<file path="config.mk">
export PLATFORM = sky130hd
export DESIGN_NAME = pc_sequencer
export DESIGN_NICKNAME = d
export VERILOG_FILES = /design/src/rtl/pc_sequencer.sv
export SDC_FILE = /design/constraint.sdc
export NUM_CORES = 1
export LEC_CHECK = 0
export BUFFER_PORTS_ARGS = -buffer_cell sky130_fd_sc_hd__buf_2
export CORE_MARGIN = 4
export CORE_UTILIZATION = 63
export CTS_BUF_LIST = sky130_fd_sc_hd__clkbuf_4 sky130_fd_sc_hd__clkbuf_8
export CTS_CLUSTER_DIAMETER = 200
export DETAILED_ROUTE_END_ITERATION = 6
export PLACE_DENSITY = 0.87
export SLEW_MARGIN = 10
export SYNTH_ARGS = -nofsm -noshare
export SYNTH_HDL_FRONTEND = slang
export SYNTH_SLANG_ARGS = --single-unit
</file>
<file path="constraint.sdc">
create_clock -name CLK -period 11.45 [get_ports CLK]
set_clock_uncertainty 0.05 [all_clocks]
set_input_delay 2.29 -clock CLK [delete_from_list [all_inputs] [get_ports CLK]]
set_output_delay 2.29 -clock CLK [all_outputs]
set_load 0.05 [all_outputs]
</file>
<file path="src/rtl/pc_sequencer.sv">
//==============================================================================
// Module      : pc_sequencer
// Description : Two-phase program counter sequencer (increment, then resolve a
//               jump/branch) sharing a single 32-bit adder between both phases.
// Revision    : 1.0 - initial release
//==============================================================================
`default_nettype none

module pc_sequencer (
    input  logic        CLK,
    input  logic        RESET,
    input  logic        BUSYWAIT,
    input  logic        JUMP,
    input  logic        BRANCH,
    input  logic        ZERO,
    input  logic [7:0]  OFFSET,
    output logic [31:0] PC,
    output logic [31:0] NPC,
    output logic        FETCH,
    output logic        TAKEN,
    output logic [1:0]  BUSY_STATE
);

    typedef enum logic [1:0] {
        ST_INIT    = 2'b00,
        ST_INC     = 2'b01,
        ST_RESOLVE = 2'b10
    } state_t;

    localparam logic [31:0] c_WORD_BYTES = 32'd4;

    state_t      r_state;
    state_t      w_state_next;
    logic [31:0] r_pc;
    logic [31:0] r_npc;
    logic        r_fetch;
    logic        r_taken;

    logic [31:0] w_pc_next;
    logic [31:0] w_npc_next;
    logic        w_fetch_next;
    logic        w_taken_next;
    logic [31:0] w_offset;
    logic [31:0] w_op_a;
    logic [31:0] w_op_b;
    logic [31:0] w_sum;
    logic        w_take;

    // Word offset in bytes: sign-extended and scaled by 4
    assign w_offset = {{22{OFFSET[7]}}, OFFSET, 2'b00};
    assign w_take   = JUMP | (BRANCH & ZERO);

    // The only adder: PC+4 while incrementing, NPC+offset while resolving
    always_comb begin
        w_op_a = r_pc;
        w_op_b = c_WORD_BYTES;
        if (r_state == ST_RESOLVE) begin
            w_op_a = r_npc;
            w_op_b = w_offset;
        end
        w_sum = w_op_a + w_op_b;
    end

    always_comb begin
        w_state_next = r_state;
        w_pc_next    = r_pc;
        w_npc_next   = r_npc;
        w_fetch_next = 1'b0;
        w_taken_next = 1'b0;
        case (r_state)
            ST_INIT: begin
                w_state_next = ST_INC;
                w_pc_next    = 32'd0;
                w_npc_next   = 32'd0;
                w_fetch_next = 1'b1;
            end
            ST_INC: begin
                if (!BUSYWAIT) begin
                    w_npc_next   = w_sum;
                    w_state_next = ST_RESOLVE;
                end
            end
            ST_RESOLVE: begin
                // Control inputs only matter on this committing edge
                if (!BUSYWAIT) begin
                    w_pc_next    = w_take ? w_sum : r_npc;
                    w_taken_next = w_take;
                    w_fetch_next = 1'b1;
                    w_state_next = ST_INC;
                end
            end
            default: begin
                w_state_next = ST_INIT;
                w_pc_next    = 32'd0;
                w_npc_next   = 32'd0;
            end
        endcase
    end

    always_ff @(posedge CLK) begin
        if (RESET) begin
            r_state <= ST_INIT;
            r_pc    <= 32'd0;
            r_npc   <= 32'd0;
            r_fetch <= 1'b0;
            r_taken <= 1'b0;
        end else begin
            r_state <= w_state_next;
            r_pc    <= w_pc_next;
            r_npc   <= w_npc_next;
            r_fetch <= w_fetch_next;
            r_taken <= w_taken_next;
        end
    end

    assign PC         = r_pc;
    assign NPC        = r_npc;
    assign FETCH      = r_fetch;
    assign TAKEN      = r_taken;
    assign BUSY_STATE = r_state;

endmodule

`default_nettype wire

</file>
==> results.sh, run 1 <==
export IMPL_status="finished, final reports clean"
export IMPL_yosysUniqueCellTypes=57
export IMPL_syn_inst=592
export IMPL_ys_async_sr_fraction_pct=0
export IMPL_crit_arrival_ns=5.78
export IMPL_drt_iter0_markers=314
export IMPL_htree_levels=3
export IMPL_die_area_um2=8628
export IMPL_reg2regPathDepth=14
export IMPL_gp_congestion=0.9664
export IMPL_grt_use_total_pct=30.21
export IMPL_worst_path_most_repeated_cell="and2_1"
export IMPL_cts_hold_buf=0
export IMPL_post_cts_buffers=0
export IMPL_cp_cell_sequence="buf_2 -> and2_1 -> buf_4 -> ha_1 -> a21oi_1 -> and2_1 -> nor3b_1 -> a221oi_4 -> a31oi_2 -> o31a_1 -> o21ai_1 -> xnor2_1 -> o22ai_1"
export IMPL_drive_above_1_share_pct=17.62
export IMPL_antenna_cells=0
export IMPL_rsz0062_at_grt="false"
export IMPL_grt_overflow_total=0
export IMPL_netlist_area_leader_share_pct=29.99
export IMPL_routed_wirelength_um=13080
export IMPL_crit_start="OFFSET[7]"
export IMPL_start_util_pct=65.72
export IMPL_num_rows=30
export IMPL_nets=701
export IMPL_final_util_pct=76.12
export IMPL_viasPerCell=6.268
export IMPL_portBuffers=81
export IMPL_slowest_stage="and2_1"
export IMPL_synth_top_cell_by_area="dfxtp_1"
export IMPL_ant_nets=0
export IMPL_hold_viol=0
export IMPL_cts_reportedPaths_clkPinSlew_ns=0.07
export IMPL_num_io_pins=82
export IMPL_synth_edff_count=0
export IMPL_cp_max_fo=19
export IMPL_path_delay_family="compound AO/OA/AOI/OAI gates"
export IMPL_core_area_um2=6907
export IMPL_reg2reg_from="BUSY_STATE[0]"
export IMPL_ys_ff_latch=68
export IMPL_root_buffer="clkbuf_8"
export IMPL_worstSetupPathType="in -> reg"
export IMPL_synth_warnings=0
export IMPL_dpl_cell_count=744
export IMPL_fmax_mhz=177.4
export IMPL_preCtsSetupSlack_ns=5.514
export IMPL_numCtsBuffers=9
export IMPL_ir_drop_mv=0.07134
export IMPL_clk_latency_ns=0.36
export IMPL_start_kind="input pin"
export IMPL_p_leak_nw=2.474
export IMPL_grt_first_pass_wirelength_um=21180
export IMPL_setup_viol=0
export IMPL_max_cap_violations=0
export IMPL_r2r_end="PC[24]"
export IMPL_grt_pass1_vias=4446
export IMPL_end_kind="flop"
export IMPL_path_depth=13
export IMPL_final_cells=760
export IMPL_whs_endpoint="NPC[29]"
export IMPL_area_growth_pct=15.82
export IMPL_worst_slack_ns=5.813
export IMPL_slew_viol_final=0
export IMPL_die_w_um=92.89
export IMPL_first_pass_iters=5
export IMPL_holdPathStages=1
export IMPL_clockBufferDepth=2
export IMPL_cp_required_ns=11.59
export IMPL_crit_buf_inv=2
export IMPL_yosys_top_cells_area="dfxtp_1 30%, nand2_1 10%, ha_1 7.4%"
export IMPL_die_height_um=92.89
export IMPL_worst_pin_slew_ns=1.158
export IMPL_synth_main_ff_cell="dfxtp_1"
export IMPL_antenna_found_initial=0
export IMPL_synth_avg_cell_area_um2=7.668
export IMPL_max_stage_delay_ns=0.48
export IMPL_finalCritPeriodShare_pct=49.23
export IMPL_cts_repair_resize_count=0
export IMPL_syn_nets=634
export IMPL_maxSlewHeadroom_pct=22.52
export IMPL_cts_tree="yes"
export IMPL_dp_hpwl_um=8771
export IMPL_rrSetupSlack_ns=7.03
export IMPL_p_per_area_nw_per_um2=103.5
export IMPL_layout_min_cycle_time_ns=5.637
export IMPL_p_total_mw=0.5444
export IMPL_avgRoutedWirePerCell_um=17.21
export IMPL_routed_via_count=4764
export IMPL_min_path_type="reg -> reg"
export IMPL_drcViolationCount=0
export IMPL_cts_sinks=68
export IMPL_syn_cell_area_um2=4539
export IMPL_ys_seq_area_share_pct=29.99
export IMPL_worstHoldStart="NPC[29]"
export IMPL_fin_tns_setup_ns=0
export IMPL_grt_max_degree=54
[synth_stat cells (5+ instances only)]
| library cell | count |
|---|---|
| and2_1 | 10 |
| a22o_1 | 11 |
| a21o_1 | 10 |
| a31oi_1 | 9 |
| o22ai_1 | 7 |
| a222oi_1 | 6 |
| nand2_1 | 122 |
| nor2_1 | 48 |
| o2bb2ai_1 | 6 |
| a22oi_1 | 41 |
| nand4_1 | 5 |
| o21ai_1 | 12 |
| clkbuf_1 | 24 |
| a21oi_1 | 29 |
| nand3_1 | 10 |
| dfxtp_1 | 68 |
| nand2b_1 | 7 |
| nor2b_1 | 10 |
| xnor2_1 | 15 |
| o21ai_0 | 27 |
| inv_1 | 11 |
| ha_1 | 27 |
| xor2_1 | 15 |
[worst max path at each step]
stage	endpoint	slack, ns
2_1_floorplan	PC[24]	5.68
3_3_place_gp	PC[24]	5.62
3_5_place_dp	PC[24]	5.51
4_1_cts	PC[24]	5.88
5_1_grt	PC[27]	5.64
6_report	PC[27]	5.81
[sequential cells by signal, indices dropped and copies added, names as in the netlist]
register and flops:
TAKEN 1, FETCH 1, BUSY_STATE 2, NPC 32
PC 32
[per-layer routing]
| metal | up-vias | track usage [%] | share of wire [%] |
|---|---|---|---|
| met3 | 28 | 4.143 | 8.1 |
| met1 | 2236 | 40.60 | 43 |
| met5 | - | 0 | 0 |
| met2 | 229 | 49.85 | 47 |
| met4 | 0 | 9.890 | 1.9 |
| li1 | 2271 | - | - |
[power by group]
| part | internal [mW] | switching, mW |
|---|---|---|
| sequential | 0.238 | 0.00192 |
| clock | 0.157 | 0.0989 |
| combinational | 0.0125 | 0.0359 |
[stage by stage]
step	hold slack [ns]	cell area, µm²
after floorplan	0.6192	4539
after global placement	0.4449	5000
after detailed placement	0.4595	5000
after CTS	0.4826	5258
after global routing	0.4964	5258
final	0.4804	5258
[area by class of cell]
| type | count | area, µm² |
|---|---|---|
| multi-input combinational | 480 | 3012 |
| fill | 557 | 1649 |
| sequential | 68 | 1361 |
| timing repair buffer | 89 | 465.4 |
| clock buffer | 11 | 151.4 |
| tap | 96 | 120.1 |
| clock inverter | 5 | 106.4 |
| inverter | 11 | 41.29 |
[cell families after synthesis]
family                     share of synthesized area, %
AOI/OAI and AO/OA                                 28.97
xor gates and xnor gates                          5.788
adders and majority gates                         7.883
buffers and inverters                             3.831
DFF                                               29.99
muxes                                             1.433
and+or+nand+nor                                   22.11
[placed cells by master, fill, tap and decap left out, drive strengths merged, types with 4 or more instances in the layout]
| cell type | Yosys | layout |
|---|---|---|
| clkbuf | 24 | 11 |
| a21o | 10 | 10 |
| o211ai | 4 | 4 |
| and2 | 10 | 10 |
| a22oi | 41 | 41 |
| a22o | 11 | 11 |
| buf | 9 | 89 |
| o21ai | 40 | 40 |
| o31ai | 4 | 4 |
| nor2b | 10 | 10 |
| nor2 | 48 | 48 |
| nand2 | 122 | 122 |
| o21a | 4 | 4 |
| nand2b | 7 | 7 |
| a21oi | 29 | 29 |
| o22ai | 7 | 7 |
| dfxtp | 68 | 68 |
| a222oi | 6 | 6 |
| nand4 | 5 | 5 |
| xor2 | 15 | 15 |
| xnor2 | 15 | 15 |
| inv | 11 | 12 |
| a31oi | 10 | 10 |
| o2bb2ai | 6 | 6 |
| nand3 | 10 | 10 |
| ha | 27 | 27 |
| mux2 | 4 | 4 |
(Power assumes the default switching activity.)
==> inputs of run 2 (changes only) <==
ABC_AREA = 1   (was not set)
CORE_UTILIZATION = 60   (was 63)
PLACE_DENSITY = 0.82   (was 0.87)
clock period = 5.4 ns   (was 11.45 ns; I/O delays follow)
==> results.sh, run 2 <==
export IMPL_worstSetupPathType="reg -> reg"
export IMPL_grt_first_pass_wirelength_um=26030
export IMPL_synth_warnings=0
export IMPL_clk_latency_ns=0.35
export IMPL_die_height_um=102.8
export IMPL_final_common_cell="nand2_1"
export IMPL_first_pass_iters=6
export IMPL_ant_nets=0
export IMPL_maxSlewHeadroom_pct=37.73
export IMPL_finalCritPeriodShare_pct=69.15
export IMPL_grt_overflow_total=0
export IMPL_drt_iter0_markers=405
export IMPL_routed_via_count=5952
export IMPL_ys_seq_area_share_pct=25.27
export IMPL_p_switching_mw=0.3049
export IMPL_r2r_end="NPC[14]"
export IMPL_hold_viol=0
export IMPL_max_stage_delay_ns=0.79
export IMPL_viasPerCell=5.605
export IMPL_switching_share_pct=27.54
export IMPL_ys_async_sr_fraction_pct=0
export IMPL_layout_common_cells="285 x nand2_1, 119 x inv_1, 84 x nand3_1"
export IMPL_yosysUniqueCellTypes=45
export IMPL_nets=992
export IMPL_cts_hold_buf=0
export IMPL_slowest_stage="dfxtp_1"
export IMPL_rrSetupSlack_ns=1.67
export IMPL_antenna_cells=0
export IMPL_syn_inst=886
export IMPL_p_leak_nw=3.028
export IMPL_p_per_area_nw_per_um2=184.0
export IMPL_post_cts_buffers=0
export IMPL_rsz0062_at_grt="false"
export IMPL_reg2reg_from="BUSY_STATE[1]"
export IMPL_die_area_um2=10560
export IMPL_max_cap_violations=0
export IMPL_crit_arrival_ns=3.90
export IMPL_clockBufferDepth=2
export IMPL_synth_common_cells="285 x nand2_1, 119 x inv_1, 84 x nand3_1"
export IMPL_synth_edff_count=0
export IMPL_netlist_area_leader_share_pct=25.27
export IMPL_syn_nets=928
export IMPL_layout_min_cycle_time_ns=3.734
export IMPL_cts_repair_resize_count=0
export IMPL_nFillCells=860
export IMPL_drcViolationCount=0
export IMPL_synth_top_cell_by_area="dfxtp_1"
export IMPL_fmax_mhz=267.8
export IMPL_grt_pass1_vias=5430
export IMPL_p_total_mw=1.107
export IMPL_dpl_cell_count=1047
export IMPL_synth_main_ff_cell="dfxtp_1"
export IMPL_status="finished, final reports clean"
export IMPL_cp_cell_sequence="nand2_4 -> or2_2 -> ha_1 -> inv_1 -> fa_1 -> inv_1 -> nand2_1 -> nand3_1 -> nand3_1 -> nand2_2 -> nand2_1 -> nand2_2 -> xnor2_1 -> o22ai_1 -> inv_1 -> nor2_1"
export IMPL_end_kind="flop"
export IMPL_internal_power_mw=0.8021
export IMPL_final_cells=1062
export IMPL_die_w_um=102.8
export IMPL_setup_viol=0
export IMPL_synth_avg_cell_area_um2=6.081
export IMPL_start_util_pct=61.78
export IMPL_cts_reportedPaths_clkPinSlew_ns=0.08
export IMPL_worst_pin_slew_ns=0.9318
export IMPL_num_rows=34
export IMPL_root_buffer="clkbuf_8"
export IMPL_cts_sinks=68
export IMPL_path_depth=16
export IMPL_reg2regPathDepth=16
export IMPL_avgRoutedWirePerCell_um=15.05
export IMPL_start_kind="flop"
export IMPL_ys_ff_latch=68
export IMPL_syn_cell_area_um2=5388
export IMPL_clkPwrFrac_pct=43.8
export IMPL_drive_above_1_share_pct=14.78
export IMPL_core_area_um2=8721
export IMPL_slew_viol_final=0
export IMPL_pwr_share_seq_pct=46.0
export IMPL_antenna_found_initial=0
export IMPL_synth_most_common_cell="nand2_1"
export IMPL_portBuffers=81
export IMPL_routed_wirelength_um=15980
export IMPL_grt_use_total_pct=30.91
export IMPL_dp_hpwl_um=11470
export IMPL_final_util_pct=68.98
export IMPL_num_io_pins=82
export IMPL_path_delay_family="simple AND/OR/NAND/NOR gates"
export IMPL_cp_max_fo=60
export IMPL_worstHoldStart="NPC[6]"
export IMPL_whs_endpoint="NPC[6]"
export IMPL_min_path_type="reg -> reg"
export IMPL_fin_tns_setup_ns=0
export IMPL_crit_buf_inv=3
export IMPL_numCtsBuffers=9
export IMPL_holdPathStages=2
export IMPL_area_growth_pct=11.66
export IMPL_gp_congestion=0.9684
export IMPL_pwr_share_comb_pct=10.2
export IMPL_htree_levels=3
export IMPL_cts_tree="yes"
export IMPL_cp_required_ns=5.56
export IMPL_worst_path_most_repeated_cell="inv_1"
export IMPL_yosys_top_cells_area="dfxtp_1 25%, nand2_1 20%, inv_1 8.3%"
export IMPL_grt_max_degree=61
export IMPL_ir_drop_mv=0.1668
run 2: metal layers:
layer / wire length [µm] / global-route usage [%] / part of all wire [%]
met1: 7292 / 43.56 / 46
met2: 7055 / 48.41 / 44
met3: 1393 / 5.345 / 8.7
met4: 238 / 9.462 / 1.5
met5: 0 / 0 / 0
run 2: area by class of cell:
cell class	instances	area [µm²]	share of cell area, %
clock buffer	10	137.6	2.288
sequential	68	1361	22.63
multi-input combinational	660	3388	56.32
tap	108	135.1	2.246
clock inverter	5	85.08	1.414
timing repair buffer	85	435.4	7.238
inverter	126	473.0	7.862
run 2: worst register-to-register path, cell delays in order, from the launching register on:
cell and delay, ns:
dfxtp_1 0.79, nand2_4 0.52, or2_2 0.50, ha_1 0.21
inv_1 0.07, fa_1 0.21, inv_1 0.07, nand2_1 0.07
nand3_1 0.16, nand3_1 0.15, nand2_2 0.09, nand2_1 0.09
nand2_2 0.11, xnor2_1 0.29, o22ai_1 0.11, inv_1 0.07
nor2_1 0.03
run 2: worst max path at each step:
stage | end | startpoint | slack [ns]
floorplan | NPC[12] | BUSY_STATE[0] | 2.15
finish | NPC[14] | BUSY_STATE[1] | 1.67
global route | NPC[30] | BUSY_STATE[1] | 1.43
detailed placement | NPC[31] | OFFSET[7] | 1.64
global placement | NPC[31] | OFFSET[7] | 1.70
CTS | NPC[14] | BUSY_STATE[1] | 1.76
run 2: cells by family (layout without fill, tap and decap cells):
| kind of cell | after synthesis | in the layout | synth area share, % |
|---|---|---|---|
| fa+ha+maj | 28 | 28 | 6.642 |
| xor+xnor | 14 | 14 | 2.276 |
| compound gates | 144 | 144 | 15.12 |
| simple gates | 474 | 474 | 38.78 |
| flops | 68 | 68 | 25.27 |
| buf+inv | 158 | 226 | 11.91 |
run 2: power by group through the flow:
stage	clock, mW	sequential [mW]	combinational, mW
6_report	0.484	0.509	0.113
5_1_grt	0.509	0.510	0.122
4_1_cts	0.487	0.509	0.112
3_5_place_dp	0	0.521	0.111
3_3_place_gp	0	0.521	0.110
2_1_floorplan	0	0.531	0.0711
run 2: metrics by stage:
step / worst slack [ns] / hold slack (ns) / area (µm²)
3_5_place_dp: 1.638 / 0.4160 / 5793
2_1_floorplan: 2.153 / 0.6304 / 5388
5_1_grt: 1.434 / 0.4480 / 6016
6_report: 1.666 / 0.4254 / 6016
4_1_cts: 1.764 / 0.4283 / 6016
3_3_place_gp: 1.696 / 0.4154 / 5793
